$ cat src/rtl/hazard_fwd_ctrl_pkg.sv
// Shared definitions for the RV32I hazard/forwarding controller:
// register index width and the Execute operand-mux select encodings.
package hazard_fwd_ctrl_pkg;
   localparam int REG_W = 5;

   localparam logic [1:0] FWD_RF = 2'b00;
   localparam logic [1:0] FWD_W  = 2'b01;
   localparam logic [1:0] FWD_M  = 2'b10;
endpackage

$ cat src/rtl/hazard_fwd_ctrl_fwd_sel.sv
// Per-operand forwarding select: Memory-stage result wins over Writeback,
// and x0 is never forwarded because it is hard-wired to zero.
module fwd_sel
   import hazard_fwd_ctrl_pkg::*;
#(
   parameter int W = REG_W
) (
   input  logic [W-1:0] rs,
   input  logic [W-1:0] rd_m,
   input  logic         reg_write_m,
   input  logic [W-1:0] rd_w,
   input  logic         reg_write_w,
   output logic [1:0]   sel
);

   always_comb begin
      sel = FWD_RF;
      if (reg_write_m && (rd_m == rs) && (rs != '0))
         sel = FWD_M;
      else if (reg_write_w && (rd_w == rs) && (rs != '0))
         sel = FWD_W;
   end

endmodule

$ cat src/rtl/hazard_fwd_ctrl.sv
// Hazard controller for the 5-stage core: operand forwarding, load-use and
// branch handling, whole-pipeline freeze on memory wait, and a wait watchdog.
module hazard_fwd_ctrl #(
   parameter int REG_W   = hazard_fwd_ctrl_pkg::REG_W,
   parameter int TIMEOUT = 64,
   parameter int CNT_W   = 7
) (
   input  logic             clk,
   input  logic             reset,
   input  logic [REG_W-1:0] Rs1D,
   input  logic [REG_W-1:0] Rs2D,
   input  logic [REG_W-1:0] RdD,
   input  logic             RegWriteD,
   input  logic             IsLoadD,
   input  logic             PCSrcE,
   input  logic             MemReqM,
   input  logic             MemReadyM,
   output logic [1:0]       ForwardAE,
   output logic [1:0]       ForwardBE,
   output logic             StallF,
   output logic             StallD,
   output logic             StallE,
   output logic             StallM,
   output logic             StallW,
   output logic             FlushD,
   output logic             FlushE,
   output logic             MemErr
);

   logic [REG_W-1:0] rs1_e_reg, rs2_e_reg, rd_e_reg, rd_m_reg, rd_w_reg;
   logic             reg_write_e_reg, is_load_e_reg, reg_write_m_reg, reg_write_w_reg;
   logic [CNT_W-1:0] wait_cnt_reg;
   logic             mem_err_reg;
   logic             mem_stall, lw_stall;

   assign mem_stall = MemReqM & ~MemReadyM;
   assign lw_stall  = is_load_e_reg && (rd_e_reg != '0) &&
                      ((rd_e_reg == Rs1D) || (rd_e_reg == Rs2D));

   // A memory wait freezes every stage; flushes are suppressed so a pending
   // branch in E survives until the access completes.
   always_comb begin
      StallF = lw_stall;
      StallD = lw_stall;
      StallE = 1'b0;
      StallM = 1'b0;
      StallW = 1'b0;
      FlushD = PCSrcE;
      FlushE = lw_stall | PCSrcE;
      if (mem_stall) begin
         StallF = 1'b1;
         StallD = 1'b1;
         StallE = 1'b1;
         StallM = 1'b1;
         StallW = 1'b1;
         FlushD = 1'b0;
         FlushE = 1'b0;
      end
   end

   fwd_sel #(.W(REG_W)) u_fwd_a (
      .rs          (rs1_e_reg),
      .rd_m        (rd_m_reg),
      .reg_write_m (reg_write_m_reg),
      .rd_w        (rd_w_reg),
      .reg_write_w (reg_write_w_reg),
      .sel         (ForwardAE)
   );

   fwd_sel #(.W(REG_W)) u_fwd_b (
      .rs          (rs2_e_reg),
      .rd_m        (rd_m_reg),
      .reg_write_m (reg_write_m_reg),
      .rd_w        (rd_w_reg),
      .reg_write_w (reg_write_w_reg),
      .sel         (ForwardBE)
   );

   always_ff @(posedge clk or posedge reset) begin
      if (reset) begin
         rs1_e_reg       <= '0;
         rs2_e_reg       <= '0;
         rd_e_reg        <= '0;
         reg_write_e_reg <= 1'b0;
         is_load_e_reg   <= 1'b0;
         rd_m_reg        <= '0;
         reg_write_m_reg <= 1'b0;
         rd_w_reg        <= '0;
         reg_write_w_reg <= 1'b0;
      end else if (!mem_stall) begin
         if (FlushE) begin
            rs1_e_reg       <= '0;
            rs2_e_reg       <= '0;
            rd_e_reg        <= '0;
            reg_write_e_reg <= 1'b0;
            is_load_e_reg   <= 1'b0;
         end else begin
            rs1_e_reg       <= Rs1D;
            rs2_e_reg       <= Rs2D;
            rd_e_reg        <= RdD;
            reg_write_e_reg <= RegWriteD;
            is_load_e_reg   <= IsLoadD;
         end
         rd_m_reg        <= rd_e_reg;
         reg_write_m_reg <= reg_write_e_reg;
         rd_w_reg        <= rd_m_reg;
         reg_write_w_reg <= reg_write_m_reg;
      end
   end

   // Counter saturates at TIMEOUT so a very long hang cannot wrap it.
   always_ff @(posedge clk or posedge reset) begin
      if (reset) begin
         wait_cnt_reg <= '0;
         mem_err_reg  <= 1'b0;
      end else if (mem_stall) begin
         if (wait_cnt_reg != CNT_W'(TIMEOUT))
            wait_cnt_reg <= wait_cnt_reg + 1'b1;
         if (wait_cnt_reg == CNT_W'(TIMEOUT - 1))
            mem_err_reg <= 1'b1;
      end else begin
         wait_cnt_reg <= '0;
      end
   end

   assign MemErr = mem_err_reg;

endmodule

$ cat config.mk
export PLATFORM = sky130hd
export DESIGN_NAME = hazard_fwd_ctrl
export DESIGN_NICKNAME = d
export VERILOG_FILES = /design/src/rtl/hazard_fwd_ctrl_pkg.sv /design/src/rtl/hazard_fwd_ctrl_fwd_sel.sv /design/src/rtl/hazard_fwd_ctrl.sv
export SDC_FILE = /design/constraint.sdc
export NUM_CORES = 1
export LEC_CHECK = 0
export CORE_UTILIZATION = 50
export CTS_BUF_LIST = sky130_fd_sc_hd__clkbuf_4 sky130_fd_sc_hd__clkbuf_8
export DETAILED_ROUTE_END_ITERATION = 10
export GPL_TIMING_DRIVEN = 1
export PLACE_DENSITY = 0.77
export SLEW_MARGIN = 20
export SYNTH_ARGS = -nofsm -noshare
export SYNTH_HDL_FRONTEND = slang
export SYNTH_HIERARCHICAL = 1
export SYNTH_SLANG_ARGS = --single-unit
$ cat constraint.sdc
create_clock -name clk -period 2 [get_ports clk]
set_input_delay 0.4 -clock clk [delete_from_list [all_inputs] [get_ports clk]]
set_output_delay 0.4 -clock clk [all_outputs]
set_load 0.01 [all_outputs]
### Word level (Yosys, flattened, before mapping)

Cells that the tools add are included.

| storage, ports and cells | value |
|---|---|
| bits in registers | 37 |
| latch bits | 0 |
| memory bits (writable) | 0 |
| ROM bits | 0 |
| input port bits | 22 |
| output and inout port bits | 12 |
| logic and storage cells | 54 |
| memories | 0 |

| operators by class | value |
|---|---|
| add/subtract/negate cells | 1 |
| multipliers | 0 |
| divide/modulo/power cells | 0 |
| magnitude comparators | 0 |
| eq/ne operators | 9 |
| shifts and indexed selects | 0 |
| multiplexer cells | 15 |
| bitwise gates (word level) | 3 |
| reduce and logical (&&, ||, !) cells | 15 |

Operator list:

| cell | count |
|---|---|
| 5-bit equality test | 6 |
| 5-bit two-way mux | 3 |
| 5-bit nonzero test | 3 |
| 7-bit two-way mux | 2 |
| 1-bit logical AND | 10 |
| 1-bit two-way mux | 8 |
| 7-bit by 1-bit adder with 7-bit output, second input constant | 1 |
| 7-bit by 6-bit equality test with 1-bit output, second input constant | 1 |
| 7-bit != test, second input constant | 1 |
| 2-bit two-way mux | 2 |
| 2-bit by 1-bit != test with 1-bit output, second input constant | 1 |
| 2-bit AND reduction | 1 |
| 1-bit bitwise AND | 1 |
| 1-bit logical OR | 1 |
| 1-bit inverter | 1 |
| 1-bit OR | 1 |

### Longest topological paths before layout

Gate-level depths: netlist of the first run.

| depth | value |
|---|---|
| depth after elaboration | 6 |
| mapped depth | 6 |
| mapped depth without buffers | 5 |

### Cells and area by module

The synthesis of the first run kept the hierarchy.

By module, submodules not included:

| module | instances | cells an instance | area each (um2) | sequential area each (um2) |
|---|---|---|---|---|
| hazard_fwd_ctrl | 1 | 190 | 1899.3 | 925.9 |
| fwd_sel | 2 | 18 | 138.9 | 0.0 |

### Worst setup path before layout of the first run

No wires, ideal clock.

| path | value |
|---|---|
| path type | register -> output |
| start | register rd_e_reg[0] |
| end | output port StallF |
| arrival time | 1.713 ns |
| required time | 1.600 ns |
| slack | -0.113 ns |
| cell stages (with the launch flop) | 6 |
| path buffers | 2 |
| cells stage by stage | dfrtp_1 > or4_4 > o21ai_4 > buf_8 > o21ai_0 > buf_4 |

| on the way | value |
|---|---|
| cells in the longest elaborated chain, start to end | 4 |
| elaborated cells on any way between the ends | 7 |
| classes of those cells | 2 x eq/ne; 1 x mux; 4 x reduce/logical |

Ends and longest elaborated chain:

| what | line | RTL |
|---|---|---|
| from (decl) | hazard_fwd_ctrl.sv:30 | `logic [REG_W-1:0] rs1_e_reg, rs2_e_reg, rd_e_reg, rd_m_reg, rd_w_reg;` |
| from (signal assigned) | hazard_fwd_ctrl.sv:100 | `rd_e_reg <= RdD;` |
| 5-bit equality test / 5-bit nonzero test (equally long branches) | hazard_fwd_ctrl.sv:38, hazard_fwd_ctrl.sv:37 |  |
| 1-bit logical OR / 1-bit logical AND (equally long branches) | hazard_fwd_ctrl.sv:38, hazard_fwd_ctrl.sv:37 |  |
| 1-bit logical AND (*) | hazard_fwd_ctrl.sv:37 | `assign lw_stall = is_load_e_reg && (rd_e_reg != '0) &&` |
| 1-bit two-way mux (*) | - |  |
| to (decl) | hazard_fwd_ctrl.sv:20 | `output logic StallF,` |

Mark *: on every way between the ends. The rest lies on a longest branch, timed or not.

### Worst setup path after layout of the first run

| path | value |
|---|---|
| start | register rd_e_reg[3] |
| end | output port FlushE |

| on the way | value |
|---|---|
| cells in the longest elaborated chain, start to end | 5 |
| elaborated cells on any way between the ends | 8 |
| classes of those cells | 2 x eq/ne; 1 x mux; 1 x bitwise; 4 x reduce/logical |

Ends and longest elaborated chain:

| what | line | RTL |
|---|---|---|
| 5-bit equality test / 5-bit nonzero test (equally long branches) | hazard_fwd_ctrl.sv:38, hazard_fwd_ctrl.sv:37 |  |
| 1-bit logical OR / 1-bit logical AND (equally long branches) | hazard_fwd_ctrl.sv:38, hazard_fwd_ctrl.sv:37 |  |
| 1-bit logical AND (*) | hazard_fwd_ctrl.sv:37 |  |
| 1-bit OR (*) | hazard_fwd_ctrl.sv:49 | `FlushE = lw_stall \| PCSrcE;` |
| 1-bit two-way mux (*) | hazard_fwd_ctrl.sv:50 | `if (mem_stall) begin` |
| to (decl) | hazard_fwd_ctrl.sv:26 | `output logic FlushE,` |

Marked as above.

==> results of run 1 <==
cells by family after synthesis:
logic type / Yosys count
buf+inv: 20
xor+xnor: 36
compound gates: 41
mux: 1
simple gates: 89
fa+ha+maj: 2
flops: 37
final cells by class:
type                    instances  area [um2]
flip-flops and latches         37         932
fillers                       285         983
clock buffers                   7        90.1
inverters                       5        18.8
multi-input cells             169        1350
well taps                      50        62.6
repair buffers                 74         654
routing by layer:
layer / GRT usage (%) / vias to the layer above / share of wire, %
met5: 0 / - / 0
met4: 9.11 / 0 / 1.1
met3: 4.83 / 6 / 4.5
met2: 38.8 / 59 / 49
met1: 34.0 / 902 / 45
li1: - / 898 / -
repair_timing:
action,in CTS,in global routing
pin swaps,13,18
gates resized for setup,48,36
endpoints found under the setup margin,11,9
endpoints found under the hold margin,0,0
buffers inserted,14,2
stage by stage:
step | area [um2] | utilization (%) | setup TNS [ns]
floorplan | 2190 | - | 0
global placement | 2700 | 66.1 | -2.88
detailed placement | 2700 | 66.1 | -3.01
CTS | 2910 | 71.3 | -0.693
global route | 3100 | 75.9 | -0.983
finish | 3100 | 75.9 | -0.636
worst paths after layout:
check	startpoint	endpoint	depth (start not counted)
min reg2reg	MemErr	MemErr	1
min in group asynchronous	reset	reg_write_w_reg	3
min	MemErr	MemErr	1
max in group asynchronous	reset	rs2_e_reg[3]	3
max	rd_e_reg[3]	FlushE	5
max reg2reg	rd_e_reg[3]	rs2_e_reg[4]	5
power by group:
group	leakage (nW)	internal (mW)	switching (mW)	total, mW
registers	0.468	0.842	0.134	0.976
logic	1.07	0.447	0.362	0.809
clock network	0.0477	0.287	0.245	0.531
total	1.58	1.58	0.741	2.32
cells in the final DEF, fill, tap and decap left out, types with 4 or more instances in the layout:
cell	netlist	layout
clkbuf_8	0	6
dlygate4sd2_1	0	4
buf_4	3	34
nand2_1	39	38
a22o_1	17	17
dfrtp_1	37	32
dlymetal6s2s_1	0	6
buf_2	1	6
xor2_1	22	15
nor2_1	11	9
buf_6	0	7
nor3b_1	17	17
a21o_1	18	18
xor2_2	0	5
xnor2_1	14	11
dfrtp_2	0	5
inv_1	5	5
nand3_1	4	4
clkdlybuf4s50_1	0	15
worst max-delay path, stage by stage, from the launching register on:
cell,delay [ns]
dfrtp_1,0.42
or4_4,0.57
o21ai_4,0.21
buf_6,0.13
o31ai_2,0.05
buf_2,0.15
==> impl_metrics.json, run 1 <==
{
  "violations": "setup timing",
  "end_kind": "primary output",
  "yosys_warnings": 6,
  "yosysMostFrequentCell": "nand2_1",
  "vias": 1865,
  "critPathRequiredTime_ns": 1.60,
  "syn_to_final_growth_pct": 42.5,
  "max_cap_violations": 0,
  "dp_cells": 319,
  "synth_commonest_cells": "nand2_1 (39), dfrtp_1 (37), xor2_1 (22)",
  "hold_viol": 0,
  "drt_iter0_drc": 133,
  "power_density_nw_per_um2": 747,
  "htreeDepth": 2,
  "core_um2": 4090,
  "yosysTopAreaCellShare_pct": 42.5,
  "synth_flop_cell": "dfrtp_1",
  "fin_worst_skew_ns": 0.00575,
  "ant_nets": 0,
  "critical_path_peak_fanout": 4,
  "stdcell_count": 342,
  "die_x_um": 68.0,
  "dp_hpwl_um": 3300,
  "nNetsFinal": 316,
  "synth_nets": 250,
  "antenna_found_initial": 0,
  "initial_core_util_pct": 53.3,
  "clk_latency_ns": 0.29,
  "yosysSeqAreaShare_pct": 42.5,
  "pre_cts_slack_ns": -0.586,
  "cts_max_path_buffers": 2,
  "setup_viol": 6,
  "antenna_cells": 0,
  "holdWs_ns": 0.460,
  "synth-simple-area-share_pct": 21.0,
  "die_y_um": 68.0,
  "synthCells": 226,
  "synth_area_leaders": "dfrtp_1 (43%), xor2_1 (8.9%), a22o_1 (6.8%)",
  "rsz0062_at_grt": "yes",
  "synth_area_per_cell_um2": 9.63,
  "yosys.area.top_type": "dfrtp_1",
  "fmax_ghz": 0.453,
  "gr-total-overflow": 0,
  "synthAdderAreaFrac_pct": 1.15,
  "path_clk_slew_ns": 0.07,
  "post-route-period-util_pct": 110,
  "die_area_um2": 4620,
  "layout-drive-gt1-share_pct": 29.8,
  "hold_class": "register to register",
  "synth_top_family_by_area": "simple AND/OR/NAND/NOR gates",
  "vias_per_cell": 5.45,
  "largest_register_ffs": 7,
  "synth_xor_area_share_pct": 14.5,
  "outcome": "complete, but fails checks",
  "p_total_mw": 2.32,
  "fin_ws_ns": -0.206,
  "cts-root-buf": "clkbuf_8",
  "synth_cell_types": 32,
  "relSlewSlack_pct": 68.1,
  "cts_sinks": 37,
  "grt.total_usage_pct": 24.9,
  "synth-compound-area-share_pct": 15.7,
  "syn-cell-area_um2": 2180,
  "worstPathArrival_ns": 1.81,
  "rows": 23,
  "grt_pass1_wl_um": 8260,
  "slew_violations": 0,
  "critical_path_class": "register to primary output",
  "worst_slew_pin_slew_ns": 0.479,
  "ir_drop_uv": 545,
  "power.static_leakage_nw": 1.58,
  "place_congestion": 0.805,
  "io_pins": 34,
  "io_buffers": 33,
  "wl_um": 5440,
  "cts_made_buffers": 5,
  "drc": 0,
  "async_flop_share_pct": 100,
  "postCtsHoldBufs": 0,
  "reg2reg_slack_ns": 0.19,
  "synth_edf_count": 0,
  "tritoncts": "done",
  "grt_max_degree": 42,
  "dr.pass1.iters": 4,
  "min_period_ns": 2.21,
  "synth_seq_cells": 37,
  "start_kind": "register",
  "wl_per_cell_um": 15.9,
  "synthMuxAreaShare_pct": 0.460,
  "grt_pass1_vias": 1741
}
Note: power is estimated with default switching activity, not from simulation.
==> run 2, diff against run 1 <==
--- a/config.mk
+++ b/config.mk
@@ -5,12 +5,14 @@
 export SDC_FILE = /design/constraint.sdc
 export NUM_CORES = 1
 export LEC_CHECK = 0
-export CORE_UTILIZATION = 50
+export CELL_PAD_IN_SITES_DETAIL_PLACEMENT = 0
+export CELL_PAD_IN_SITES_GLOBAL_PLACEMENT = 1
+export CORE_UTILIZATION = 39
 export CTS_BUF_LIST = sky130_fd_sc_hd__clkbuf_4 sky130_fd_sc_hd__clkbuf_8
 export DETAILED_ROUTE_END_ITERATION = 10
 export GPL_TIMING_DRIVEN = 1
-export PLACE_DENSITY = 0.77
-export SLEW_MARGIN = 20
+export PLACE_DENSITY = 0.78
+export SLEW_MARGIN = 40
 export SYNTH_ARGS = -nofsm -noshare
 export SYNTH_HDL_FRONTEND = slang
 export SYNTH_HIERARCHICAL = 1
==> run 2 against run 1 <==
Effect of this change:
- the flow still finishes with violations (setup timing)
- combinational power grew 2%
- total power grew 11%
- maximum frequency grew 1.0%
- sequential power is essentially flat
- setup slack gained 0.022 ns
- cell count grew 7.6%
- via count shrank 0.27%
- core utilization shrank 14 points
- worst hold slack gained 0.0014 ns
- clock skew is essentially flat
- non-clock buffer count grew 5
- critical endpoint unchanged
- largest cell class unchanged
==> impl_metrics.json, run 2 (synthesis gave the netlist of run 1 again) <==
{
  "outcome": "complete, but fails checks",
  "violations": "setup timing",
  "dp_hpwl_um": 3520,
  "rsz0062_at_grt": "yes",
  "fin_tns_setup_ns": -0.640,
  "grt_max_degree": 43,
  "die_area_um2": 5890,
  "cts_made_buffers": 5,
  "fin_ws_ns": -0.184,
  "grt.total_usage_pct": 19.8,
  "grt_pass1_wl_um": 9220,
  "vias": 1860,
  "largest_register_ffs": 7,
  "critical_path_peak_fanout": 3,
  "die_y_um": 76.7,
  "drc": 0,
  "ir_drop_uv": 419,
  "hold_viol": 0,
  "vias_per_cell": 5.05,
  "io_buffers": 33,
  "worstPathArrival_ns": 1.78,
  "final_common_cell": "nand2_1",
  "grt_pass1_vias": 1898,
  "gr-total-overflow": 0,
  "io_pins": 34,
  "antenna_found_initial": 0,
  "ant_nets": 0,
  "post-route-util_pct": 61.6,
  "antenna_cells": 0,
  "post-route-period-util_pct": 109,
  "start_kind": "register",
  "critPathRequiredTime_ns": 1.60,
  "end_kind": "primary output",
  "max_cap_violations": 0,
  "min_period_ns": 2.18,
  "layout-drive-gt1-share_pct": 31.5,
  "hold_class": "register to register",
  "htreeDepth": 2,
  "slew_violations": 0,
  "drt_iter0_drc": 81,
  "cts-root-buf": "clkbuf_8",
  "placedInstanceArea_um2": 2750,
  "worst_slew_pin_slew_ns": 0.487,
  "layout_common_cells": "nand2_1 (39), buf_4 (38), dfrtp_1 (31)",
  "relSlewSlack_pct": 67.5,
  "setup_viol": 7,
  "tritoncts": "done",
  "dp_cells": 342,
  "power_density_nw_per_um2": 799,
  "final_area_um2": 3220,
  "stdcell_count": 368,
  "fin_worst_skew_ns": 0.00603,
  "cts_max_path_buffers": 2,
  "initial_core_util_pct": 41.6,
  "clk_latency_ns": 0.29,
  "cts_sinks": 37,
  "nNetsFinal": 321,
  "core_um2": 5240,
  "syn_to_final_growth_pct": 48.1,
  "die_x_um": 76.7,
  "wl_per_cell_um": 15.1,
  "place_congestion": 0.810,
  "dr.pass1.iters": 4,
  "critical_path_class": "register to primary output",
  "fmax_ghz": 0.458,
  "rows": 26,
  "pre_cts_slack_ns": -0.621,
  "power.static_leakage_nw": 1.65,
  "path_clk_slew_ns": 0.08,
  "wl_um": 5540
}
-- run 2: critical path, cell delays in order (launching register included) --
cell,delay (ns)
dfrtp_2,0.43
or4_4,0.53
o21ai_4,0.19
buf_4,0.14
o31ai_1,0.06
buf_2,0.14
-- run 2: power breakdown --
part | internal (mW) | leakage, nW | switching, mW
Clock | 0.496 | 0.0681 | 0.273
Combinational | 0.469 | 1.11 | 0.360
Sequential | 0.842 | 0.466 | 0.136
Total | 1.81 | 1.65 | 0.768
-- run 2: final cells by class --
cell class	count	area, um2
Clock buffer	5	68.8
Clock inverter	3	65.1
Multi-Input combinational cell	169	1350
Tap cell	70	87.6
Inverter	5	18.8
Fill cell	453	2010
Timing Repair Buffer	79	706
Sequential cell	37	933
-- run 2: final timing paths --
| kind | from | end | slack, ns | cells past startpoint |
|---|---|---|---|---|
| worst max-delay path | rd_e_reg[1] | FlushE | -0.18 | 5 |
| max in group asynchronous | reset | rd_e_reg[1] | 1.11 | 3 |
| worst min register to register | MemErr | MemErr | 0.46 | 1 |
| worst max register to register | rd_e_reg[1] | rs2_e_reg[3] | 0.18 | 6 |
| min in group asynchronous | reset | reg_write_w_reg | 0.53 | 3 |
| worst min-delay path | MemErr | MemErr | 0.46 | 1 |
-- run 2: metal layers --
metal | routed length (um) | track usage, % | share of wire [%]
met5 | 0 | 0 | 0
met4 | 89 | 5.96 | 1.6
met3 | 219 | 4.17 | 4.0
met2 | 2650 | 30.7 | 48
met1 | 2580 | 27.6 | 47
-- run 2: through the flow --
step | hold WS, ns | power [mW]
6_report | 0.462 | 2.58
5_1_grt | 0.501 | 2.70
4_1_cts | 0.469 | 2.48
3_5_place_dp | 0.451 | 1.58
3_3_place_gp | 0.448 | 1.57
2_1_floorplan | 0.446 | 1.33
-- run 2: what timing repair did --
item | 4_1_cts | 5_1_grt
endpoints found under the setup margin | 11 | 7
pin swaps | 13 | 17
hold buffers | 0 | 0
resized for setup | 55 | 29
buffers inserted | 15 | 3
==> run 3, diff against run 2 <==
--- a/config.mk
+++ b/config.mk
@@ -7,11 +7,13 @@
 export LEC_CHECK = 0
 export CELL_PAD_IN_SITES_DETAIL_PLACEMENT = 0
 export CELL_PAD_IN_SITES_GLOBAL_PLACEMENT = 1
-export CORE_UTILIZATION = 39
+export CORE_UTILIZATION = 45
 export CTS_BUF_LIST = sky130_fd_sc_hd__clkbuf_4 sky130_fd_sc_hd__clkbuf_8
+export CTS_CLUSTER_SIZE = 25
 export DETAILED_ROUTE_END_ITERATION = 10
+export DONT_BUFFER_PORTS = 1
 export GPL_TIMING_DRIVEN = 1
-export PLACE_DENSITY = 0.78
+export PLACE_DENSITY = 0.76
 export SLEW_MARGIN = 40
 export SYNTH_ARGS = -nofsm -noshare
 export SYNTH_HDL_FRONTEND = slang
==> run 3 against run 2 <==
Effect of this change:
- the flow still finishes with violations (setup timing)
- maximum frequency grew 5.1%
- worst hold slack worse by 0.35 ns
- total power decreased by 19%
- clock power shrank 31%
==> impl_metrics.json, run 3 (synthesis gave the netlist of run 1 again) <==
{
  "power_density_nw_per_um2": 818,
  "slowest_delay_ns": 0.55,
  "clk_latency_ns": 0.28,
  "cts_sinks": 37,
  "antenna_found_initial": 0,
  "hold_viol": 0,
  "vias_per_cell": 5.67,
  "fin_ws_ns": -0.0779,
  "fin_worst_skew_ns": 0.00276,
  "p_comb_share_pct": 27.6,
  "critical_path_class": "register to primary output",
  "cp_cell_sequence": "or4_4 > o21ai_4 > buf_4 > o21ai_4",
  "rsz0062_at_grt": "yes",
  "layout-drive-gt1-share_pct": 23.9,
  "drt_iter0_drc": 94,
  "dr.pass1.iters": 4,
  "cp_top_family": "simple AND/OR/NAND/NOR gates",
  "r2r_end": "rs1_e_reg[3]",
  "timing.critical_path.buf_inv": 1,
  "slew_violations": 0,
  "io_pins": 34,
  "fmax_ghz": 0.481,
  "internal_power_mw": 1.43,
  "antenna_cells": 0,
  "p_sw_share_pct": 31.8,
  "min_period_ns": 2.08,
  "seqPwrFrac_pct": 47.2,
  "cts-root-buf": "clkbuf_8",
  "cts_made_buffers": 5,
  "grt_max_degree": 47,
  "ant_nets": 0,
  "wl_per_cell_um": 17.4,
  "outcome": "complete, but fails checks",
  "core_um2": 4500,
  "violations": "setup timing",
  "die_x_um": 71.6,
  "dp_hpwl_um": 3310,
  "clkPwrFrac_pct": 25.2,
  "largest_register_ffs": 7,
  "grt_pass1_vias": 1660,
  "die_area_um2": 5120,
  "grt_pass1_wl_um": 8430,
  "worst_slew_pin_slew_ns": 0.478,
  "relSlewSlack_pct": 68.2,
  "path_common_cell": "o21ai_4",
  "drc": 0,
  "power.static_leakage_nw": 1.25,
  "layout_common_cells": "nand2_1 (39), dfrtp_1 (27), a21o_1 (18)",
  "place_congestion": 0.859,
  "hold_class": "primary input to asynchronous set/reset pin",
  "reg2reg_slack_ns": 0.28,
  "postCtsHoldBufs": 0,
  "initial_core_util_pct": 48.3,
  "switching_power_mw": 0.668,
  "htreeDepth": 2,
  "grt.total_usage_pct": 21.1,
  "fillCellCount": 412,
  "critPathRequiredTime_ns": 1.60,
  "io_buffers": 0,
  "crit_path_top_delay_cell": "or4_4",
  "cts_max_path_buffers": 2,
  "nNetsFinal": 262,
  "gr-total-overflow": 0,
  "worstPathArrival_ns": 1.68,
  "r2r-start": "rd_e_reg[1]",
  "critical_path_peak_fanout": 4,
  "start_kind": "register",
  "r2r_cells": 5,
  "end_kind": "primary output",
  "die_y_um": 71.6,
  "p_total_mw": 2.10,
  "setup_viol": 6,
  "rows": 24,
  "post-route-period-util_pct": 104,
  "path_clk_slew_ns": 0.07,
  "vias": 1643,
  "tritoncts": "done",
  "syn_to_final_growth_pct": 17.8,
  "wl_um": 5060,
  "max_cap_violations": 0,
  "post-route-util_pct": 56.9,
  "final_common_cell": "nand2_1",
  "ir_drop_uv": 390
}
## run 3: changes by cell type in the layout (fill, tap and decap cells not counted), sizes merged
cell,change
clkbuf,+2
clkdlybuf4s50,-14
dlymetal6s2s,-7
bufinv,-2
buf,-33
dlygate4sd2,-5
clkinv,-1
## run 3: what timing repair did
item	in CTS	in global routing
pin swaps	6	6
resized for setup	11	23
setup buffers	8	2
endpoints found under the setup margin	6	7
## run 3: layout make-up
cell class              instances  area [um2]  area share [%]
multi-input cells             169        1280            49.9
clock buffers                   7        90.1            3.51
well taps                      52        65.1            2.54
flip-flops and latches         37         938            36.6
inverters                       5        18.8           0.732
repair buffers                 20         174            6.78
## run 3: power groups by stage
stage,clock network [mW],logic (mW),registers (mW)
5_1_grt,0.590,0.634,1.00
3_5_place_dp,0,0.452,0.983
2_1_floorplan,0,0.387,0.943
4_1_cts,0.543,0.519,0.967
3_3_place_gp,0,0.437,0.977
6_report,0.529,0.580,0.990
## run 3: layer usage
layer	share of wire [%]	vias to the layer above	global-route usage, %
met3	4.1	2	5.49
li1	-	791	-
met2	48	29	33.2
met1	48	821	30.1
met5	0	-	0
met4	0.24	0	3.05
## run 3: worst max path at each step
stage / start / to / slack, ns / cells after the start
2_1_floorplan: rd_e_reg[3] / StallF / 0.003 / 5
6_report: rd_e_reg[1] / StallF / -0.08 / 4
3_5_place_dp: rd_e_reg[2] / FlushE / 0.17 / 5
5_1_grt: rd_e_reg[3] / FlushE / -0.15 / 5
4_1_cts: rd_e_reg[1] / StallF / -0.08 / 4
3_3_place_gp: rd_e_reg[3] / FlushE / 0.20 / 5
## run 3: metrics by stage
stage | hold WS (ns) | cell area [um2] | worst slack [ns] | instances | TNS (ns)
5_1_grt | 0.144 | 2560 | -0.151 | 290 | -0.783
3_3_place_gp | 0.430 | 2260 | 0.201 | 273 | 0
6_report | 0.112 | 2560 | -0.0779 | 290 | -0.367
4_1_cts | 0.129 | 2450 | -0.0784 | 288 | -0.262
3_5_place_dp | 0.435 | 2260 | 0.169 | 273 | 0
2_1_floorplan | 0.446 | 2190 | 0.00293 | 226 | 0
